### config.mk
export PLATFORM = sky130hd
export DESIGN_NAME = uart_tx_fifo
export DESIGN_NICKNAME = d
export VERILOG_FILES = /design/src/rtl/uart_tx_fifo.sv
export SDC_FILE = /design/constraint.sdc
export NUM_CORES = 1
export LEC_CHECK = 0
export ABC_AREA = 1
export CAP_MARGIN = 10
export CORE_MARGIN = 4
export CORE_UTILIZATION = 32
export DETAILED_ROUTE_END_ITERATION = 10
export PLACE_DENSITY = 0.57
export SLEW_MARGIN = 40
export SYNTH_ARGS = -nofsm -noshare
export SYNTH_HDL_FRONTEND = slang
export SYNTH_SLANG_ARGS = --single-unit
### constraint.sdc
create_clock -name clk -period 2.42 [get_ports clk]
set_clock_uncertainty 0.05 [all_clocks]
set_input_delay 0.484 -clock clk [delete_from_list [all_inputs] [get_ports clk]]
set_output_delay 0.484 -clock clk [all_outputs]
set_load 0.01 [all_outputs]
### src/rtl/uart_tx_fifo.sv
// Byte FIFO feeding a UART transmitter: queues bytes at clock rate and launches
// one byte per frame, handshaking on the transmitter's busy flag.
module uart_tx_fifo #(
  parameter int DEPTH = 16,
  parameter int AW    = 4
) (
  input  logic          clk,
  input  logic          nRst,
  input  logic          wr_en,
  input  logic [7:0]    wr_data,
  input  logic          ovf_clr,
  output logic          full,
  output logic          empty,
  output logic [AW:0]   count,
  output logic          overflow,
  output logic          transmit,
  output logic [7:0]    data_tx,
  input  logic          busy_tx
);

  typedef enum logic [1:0] {
    IDLE      = 2'd0,
    LAUNCH    = 2'd1,
    WAIT_BUSY = 2'd2,
    WAIT_DONE = 2'd3
  } state_t;

  localparam logic [AW:0] DEPTH_CNT = (AW+1)'(DEPTH);
  localparam logic [AW:0] CNT_ONE   = (AW+1)'(1);
  localparam logic [AW-1:0] PTR_ONE = AW'(1);

  logic [7:0]    mem [DEPTH];
  logic [AW-1:0] wr_ptr;
  logic [AW-1:0] rd_ptr;
  state_t        state;
  state_t        next_state;
  logic          push;
  logic          pop;

  assign full  = (count == DEPTH_CNT);
  assign empty = (count == '0);
  // full is taken from the registered count, so a same-cycle pop never frees room
  assign push  = wr_en && !full;

  always_comb begin
    next_state = state;
    pop        = 1'b0;
    case (state)
      IDLE: begin
        if (!empty && !busy_tx) begin
          pop        = 1'b1;
          next_state = LAUNCH;
        end
      end
      LAUNCH:    next_state = WAIT_BUSY;
      WAIT_BUSY: if (busy_tx) next_state = WAIT_DONE;
      WAIT_DONE: if (!busy_tx) next_state = IDLE;
      default:   next_state = IDLE;
    endcase
  end

  always_ff @(posedge clk) begin
    if (push) mem[wr_ptr] <= wr_data;
  end

  always_ff @(posedge clk or negedge nRst) begin
    if (!nRst) begin
      state    <= IDLE;
      wr_ptr   <= '0;
      rd_ptr   <= '0;
      count    <= '0;
      overflow <= 1'b0;
      transmit <= 1'b0;
      data_tx  <= 8'h00;
    end else begin
      state    <= next_state;
      transmit <= pop;
      if (push) wr_ptr <= wr_ptr + PTR_ONE;
      if (pop) begin
        rd_ptr  <= rd_ptr + PTR_ONE;
        data_tx <= mem[rd_ptr];
      end
      case ({push, pop})
        2'b10:   count <= count + CNT_ONE;
        2'b01:   count <= count - CNT_ONE;
        default: count <= count;
      endcase
      // a dropped push outranks a clear in the same cycle
      if (wr_en && full) overflow <= 1'b1;
      else if (ovf_clr)  overflow <= 1'b0;
    end
  end

endmodule
==> results of run 1 <==
[cell families (layout without fill, tap and decap cells)]
family	count (synthesis)	count (layout)	synth area share
DFF	153	153	0.6434
xor gates and xnor gates	9	9	0.01135
buffers and inverters	153	219	0.09960
adders and majority gates	14	14	0.02630
AOI/OAI and AO/OA	11	11	0.009007
and+or+nand+nor	344	344	0.2104
[cells in the final DEF (no fill, tap or decap), types with 6 or more instances in the layout]
master             n
buf_4             30
clkbuf_16         17
dfrtp_1           24
nor2_1             7
o21ai_0            6
xor2_1             7
ha_1              13
edfxtp_1         128
nor3_1            13
nand3_1           99
nand2_1          219
clkdlybuf4s50_1   29
inv_1            119
[repair_timing]
item / 4_1_cts / 5_1_grt
resized for setup: 0 / 2
setup buffers: 0 / 0
setup endpoints to repair: 0 / 2
endpoints found under the hold margin: 0 / 0
[cell type report]
| cell class | instances | area [um^2] |
|---|---|---|
| clock buffers | 18 | 429.2 |
| clock inverters | 14 | 155.1 |
| fillers | 2053 | 12940 |
| inverters | 126 | 473.0 |
| multi-input cells | 378 | 1788 |
| flip-flops and latches | 153 | 4471 |
| well taps | 275 | 344.1 |
| repair buffers | 61 | 555.5 |
[where the power goes]
group / total, uW / internal, uW / leakage (uW) / switching, uW
sequential: 3510 / 3270 / 0.00146 / 238
clock: 2630 / 1610 / 0.000275 / 1020
combinational: 3300 / 1170 / 0.00186 / 2130
[how the worst max path moves through the flow]
stage	from	end	slack, ps	cells past startpoint
after CTS	count[0]	full	30	4
after global routing	count[2]	full	2	4
final	count[2]	full	100	4
after detailed placement	busy_tx	count[4]	-110	14
after floorplan	count[1]	count[4]	70	14
after global placement	busy_tx	count[4]	-80	14
[critical path: cells and delay by family, from the launching register on]
| family | cells | cell delay (ps) |
|---|---|---|
| buf+inv | 2 | 650 |
| flops | 1 | 430 |
| simple gates | 2 | 290 |
[layer usage]
layer	vias up	global-route usage	share of wire
met3	14	0.04061	0.060
li1	2293	-	-
met1	2134	0.1780	0.46
met4	0	0.03585	0.011
met5	-	0	0
met2	112	0.2056	0.47
[state kept, by name, indices dropped and copies added (netlist names)]
| signal | flops |
|---|---|
| count | 5 |
| data_tx | 8 |
| mem | 128 |
| overflow | 1 |
| rd_ptr | 4 |
| state | 2 |
| transmit | 1 |
| wr_ptr | 4 |
[per-stage QoR]
stage / total power (uW) / hold slack (ps) / util / setup TNS (ps) / instances
floorplan: 5848 / 138.4 / - / 0 / 684
global placement: 6848 / 411.5 / 0.3606 / -80.95 / 993
detailed placement: 6872 / 415.3 / 0.3606 / -108.0 / 993
CTS: 9513 / 395.8 / 0.3882 / 0 / 1025
global route: 10080 / 410.3 / 0.3884 / 0 / 1025
finish: 9435 / 391.0 / 0.3884 / 0 / 1025
[Yosys cell counts]
cell	instances
nand2_1	219
edfxtp_1	128
o21bai_1	1
ha_1	13
nand4_2	1
nor3_1	13
nand2_2	2
a21oi_1	2
clkbuf_1	2
o21ai_2	1
nor2_1	8
o21ai_0	6
nand3_4	1
nand4_1	1
inv_1	120
dfrtp_1	25
buf_4	2
buf_2	10
nand3_1	99
clkinv_1	2
buf_6	13
a31oi_1	1
fa_1	1
inv_2	4
xnor2_1	2
xor2_1	7
==> impl_results.md, run 1 <==
- Global-route wire length before repair: 23920 um
- ANT nets after route: 0
- R2R depth: 14
- Sink Count: 153
- Final setup fails: 0
- Crit path capture type: output pin
- HP Class: input pin to async pin
- Drt pass-1 iters: 5
- Final setup margin: 101.0 ps
- Worst path cell trace: nor2_2, nand4_1, inv_1, clkdlybuf4s50_1
- Die X: 155.3 um
- Max-slew violations: 0
- FMAX: 0.4312 GHz
- DRT iter0 DRCs: 415
- Clock H-tree levels: 4
- DP HPWL: 9425 um
- Diodes inserted: 0
- Slew Limit Headroom: 0.4888
- Final worst path period share: 0.9583
- Unrepaired setup endpoints after global routing: false
- Die ar.: 24130 um^2
- Largest net degree at the start of global routing: 67
- GRT Total Usage: 0.1315
- Post-CTS Hold Buffers: 0
- Die Height: 155.3 um
- CTS Root Buffer Type: clkbuf_16
- Starting Density: 0.3284
- Avg Cell Area, Syn: 10.16 um^2
- Clk buf depth: 2
- CP max-delay cell: clkdlybuf4s50_1
- Core ar.: 21150 um^2
- Pre-CTS setup slack: -108.0 ps
- Final Wtd Congestion: 0.7940
- Critical Path AT: 1780 ps
- Critical path required time: 1890 ps
- Synth warn: 0
- Startpoint types: register
- Post-route design area: 8215 um^2
- Port buffer count: 29
- Status: complete, no violations
- Max Cap Viol: 0
- Crit Reg-Reg Endpoint: count[4]
- Syn Nets: 711
- Synth Register Bits: 153
- # IOs: 30
- Clock period minus worst slack: 2319 ps
- WL per Instance: 14.90 um
- CTS buffer count: 17
- Clk Latency, worst-skew pair: 420 ps
- Nets: 764
- Clock Pin Slew Worst Setup and Hold Paths: 60 ps
- R2R Setup Slk: 210 ps
- Crit-path max FO: 4
- Final Hold Vio Count: 0
- Leakage: 0.003594 uW
- CTS tree: built
- Share of post-route cells with drive strength above 1: 0.09600
- Vias per inst: 4.442
- Area contributors post-synth: edfxtp_1 (55%), nand2_1 (12%), dfrtp_1 (9.0%)
- Power Density: 1148 nW/um^2
- Via total after detailed routing: 4553
- Syn Std Cell Area: 6947 um^2
- Register area share after synthesis: 0.6434
- DP Area: 7629 um^2
- Cells after Synth: 684
- WL final: 15280 um
- Grt ovf: 0
- # DRC: 0
- Initial antenna violation count: 0
- VDD IR max: 0.5092 mV
- Kind of critical path: register to output pin
- FP Rows: 53
- Area Growth Syn to Fin: 18.26%
- Largest area contributor in the netlist: edfxtp_1
- Worst-margin pin slew: 764.4 ps
- Reg-to-reg critical path startpoint: state[0]
- Vias in the first global route: 4301
- Synth unique cells: 26
- Post-synth top area share: 0.5533
- Crit-path max cell delay: 540 ps
(Power assumes the default switching activity.)
==> run 2: changes to the inputs <==
--- a/config.mk
+++ b/config.mk
@@ -10,7 +10,8 @@
 export CORE_MARGIN = 4
 export CORE_UTILIZATION = 32
 export DETAILED_ROUTE_END_ITERATION = 10
-export PLACE_DENSITY = 0.57
+export DONT_BUFFER_PORTS = 1
+export PLACE_DENSITY = 0.55
 export SLEW_MARGIN = 40
 export SYNTH_ARGS = -nofsm -noshare
 export SYNTH_HDL_FRONTEND = slang
==> run 2 against run 1 <==
Compared with the run above:
- setup slack better by 120 ps
- largest cell class unchanged
- fmax is 5.5% higher
- via count is 2.7% lower
- sequential power hardly changed
- highest routed layer unchanged
- combinational power is 7.6% lower
- die area stayed put
- core utilization is 1.2 points lower
- sequential share of layout area is 1.8 points higher
- first-iteration DRC count is 23% lower
- hold slack worse by 290 ps
- global-route usage is 0.12 points higher
==> impl_results.md, run 2 (synthesis gave the netlist of run 1 again) <==
- Status: complete, no violations
- Worst path cell trace: inv_1, nand4_2, nand3_4, inv_2, ha_1, buf_4, ha_1, nand2_1, nand2_1, a21oi_1, xor2_1, nand2_1, nand2_1
- Final Wtd Congestion: 0.8086 (+1.8%)
- Most common cell on crit path: nand2_1
- Final Hold Vio Count: 0 (unchanged)
- DRT iter0 DRCs: 318 (-23%)
- Clk Latency, worst-skew pair: 420 ps (about the same)
- CP max-delay cell: dfrtp_1
- DP HPWL: 9508 um (+0.88%)
- CTS Root Buffer Type: clkbuf_16
- Crit Reg-Reg Endpoint: count[4]
- Port buffer count: 0 (-100%)
- Area Growth Syn to Fin: 14.55%
- Diodes inserted: 0 (unchanged)
- Crit-path max cell delay: 440 ps (-100 ps)
- Initial antenna violation count: 0 (unchanged)
- Die X: 155.3 um (unchanged)
- Total power: 9305 uW (-1.4%)
- Critical path buffers and inverters: 3 (+1)
- CTS tree: built
- # resized after CTS: 0 (unchanged)
- Slew Limit Headroom: 0.6196 (+0.1308)
- Crit path capture type: register
- WL final: 15370 um (+0.60%)
- # DRC: 0 (unchanged)
- Die ar.: 24130 um^2 (unchanged)
- Top Registers: mem: 128 flops, data_tx: 8 flops, count: 5 flops
- Vias per inst: 4.451 (+0.21%)
- Global-route wire length before repair: 24240 um (+1.3%)
- DP Area: 7316 um^2 (-4.1%)
- Commonest non-fill, non-tap cell in the layout: nand2_1
- Most frequent cells in the layout: nand2_1 (219), edfxtp_1 (128), inv_1 (120)
- R2R Setup Slk: 220 ps (about the same)
- HP Class: input pin to register
- Clock Pin Slew Worst Setup and Hold Paths: 60 ps (about the same)
- Nets: 734 (-3.9%)
- Starting Density: 0.3284 (unchanged)
- Max Cap Viol: 0 (unchanged)
- GRT Total Usage: 0.1327 (+0.001173)
- Startpoint types: register
- Kind of critical path: register to register
- Leakage: 0.003492 uW (-2.9%)
- Final worst path period share: 0.9082 (-0.05007)
- Critical Path AT: 2500 ps (+720 ps)
- Largest register FFs: 128 (unchanged)
- Max-slew violations: 0 (unchanged)
- Fill cell count: 2101 (+2.3%)
- Drt pass-1 iters: 5 (unchanged)
- VDD IR max: 0.5511 mV (+8.2%)
- Hold wc startpoint: wr_data[4]
- Crit-path max FO: 4 (unchanged)
- Share of post-route cells with drive strength above 1: 0.09306 (-0.002944)
- Clk buf depth: 2 (unchanged)
- Clock period minus worst slack: 2198 ps (-121.2 ps)
- Register with the most flip-flops: mem
- Die Height: 155.3 um (unchanged)
- Clock H-tree levels: 4 (unchanged)
- FMAX: 0.4550 GHz (+5.5%)
- Via total after detailed routing: 4429 (-2.7%)
- # IOs: 30 (unchanged)
- Hold EP: mem[2][4]
- Post-CTS Hold Buffers: 2 (+2)
- Final setup fails: 0 (unchanged)
- FP Rows: 53 (unchanged)
- WL per Instance: 15.45 um (+3.6%)
- Core ar.: 21150 um^2 (unchanged)
- Grt ovf: 0 (unchanged)
- Worst-margin pin slew: 567.1 ps (-197.4 ps)
- Vias in the first global route: 4317 (+0.37%)
- Postcts setup bufs: 0 (unchanged)
- R2R depth: 13 (-1)
- Sink Count: 153 (unchanged)
- Power Density: 1169 nW/um^2 (+1.8%)
- CTS buffer count: 17 (unchanged)
- Largest net degree at the start of global routing: 66 (-1.5%)
- Post-route design area: 7958 um^2 (-3.1%)
- Critical path required time: 2730 ps (+840 ps)
- ANT nets after route: 0 (unchanged)
- TNS Setup: 0 ps (unchanged)
- Reg-to-reg critical path startpoint: count[3]
- Unrepaired setup endpoints after global routing: false
- Hold path depth: 0
- Crit path max-delay family: simple AND/OR/NAND/NOR gates
## run 2: cell types whose count changed in the layout (fill, tap and decap cells not counted), moves of 2 or more
cell             previous run  this run
clkdlybuf4s50_1            29         0
clkinv_2                    3         0
buf_4                      30        27
clkbuf_1                    1         3
clkinv_4                    0         2
## run 2: report_power, final
group / internal (uW) / switching, uW / leakage (uW)
clock network: 1720 / 1030 / 0.000282
registers: 3270 / 242 / 0.00146
logic: 991 / 2060 / 0.00175
## run 2: how the worst max path moves through the flow
| stage | from | endpoint | slack, ps | cells after the start |
|---|---|---|---|---|
| floorplan | count[1] | count[4] | 70 | 14 |
| global placement | count[3] | count[4] | 290 | 13 |
| detailed placement | count[3] | count[4] | 230 | 13 |
| CTS | count[3] | count[4] | 210 | 13 |
| global route | count[3] | count[4] | 30 | 13 |
| finish | count[3] | count[4] | 220 | 13 |
## run 2: final cells by class
cell class,count,area (um^2),area share
flip-flops and latches,153,4471,0.5618
multi-input cells,378,1785,0.2244
inverters,126,473.0,0.05943
clock buffers,20,436.7,0.05487
well taps,275,344.1,0.04324
repair buffers,31,272.8,0.03428
clock inverters,12,175.2,0.02201
## run 2: through the flow
stage | utilization | hold WS, ps | setup WS [ps] | std cells
4_1_cts | 0.3762 | 83.56 | 210.2 | 995
6_report | 0.3762 | 99.39 | 222.2 | 995
5_1_grt | 0.3762 | 76.26 | 33.99 | 995
2_1_floorplan | - | 138.4 | 74.80 | 684
3_3_place_gp | 0.3458 | 139.3 | 288.9 | 961
3_5_place_dp | 0.3458 | 139.3 | 231.7 | 961
## run 2: routing by layer
metal  vias up  share of wire  GRT usage
li1       2232              -          -
met1      2103           0.47     0.1803
met2        83           0.47     0.2105
met3        11          0.049    0.03811
met4         0         0.0084    0.03251
met5         -              0          0
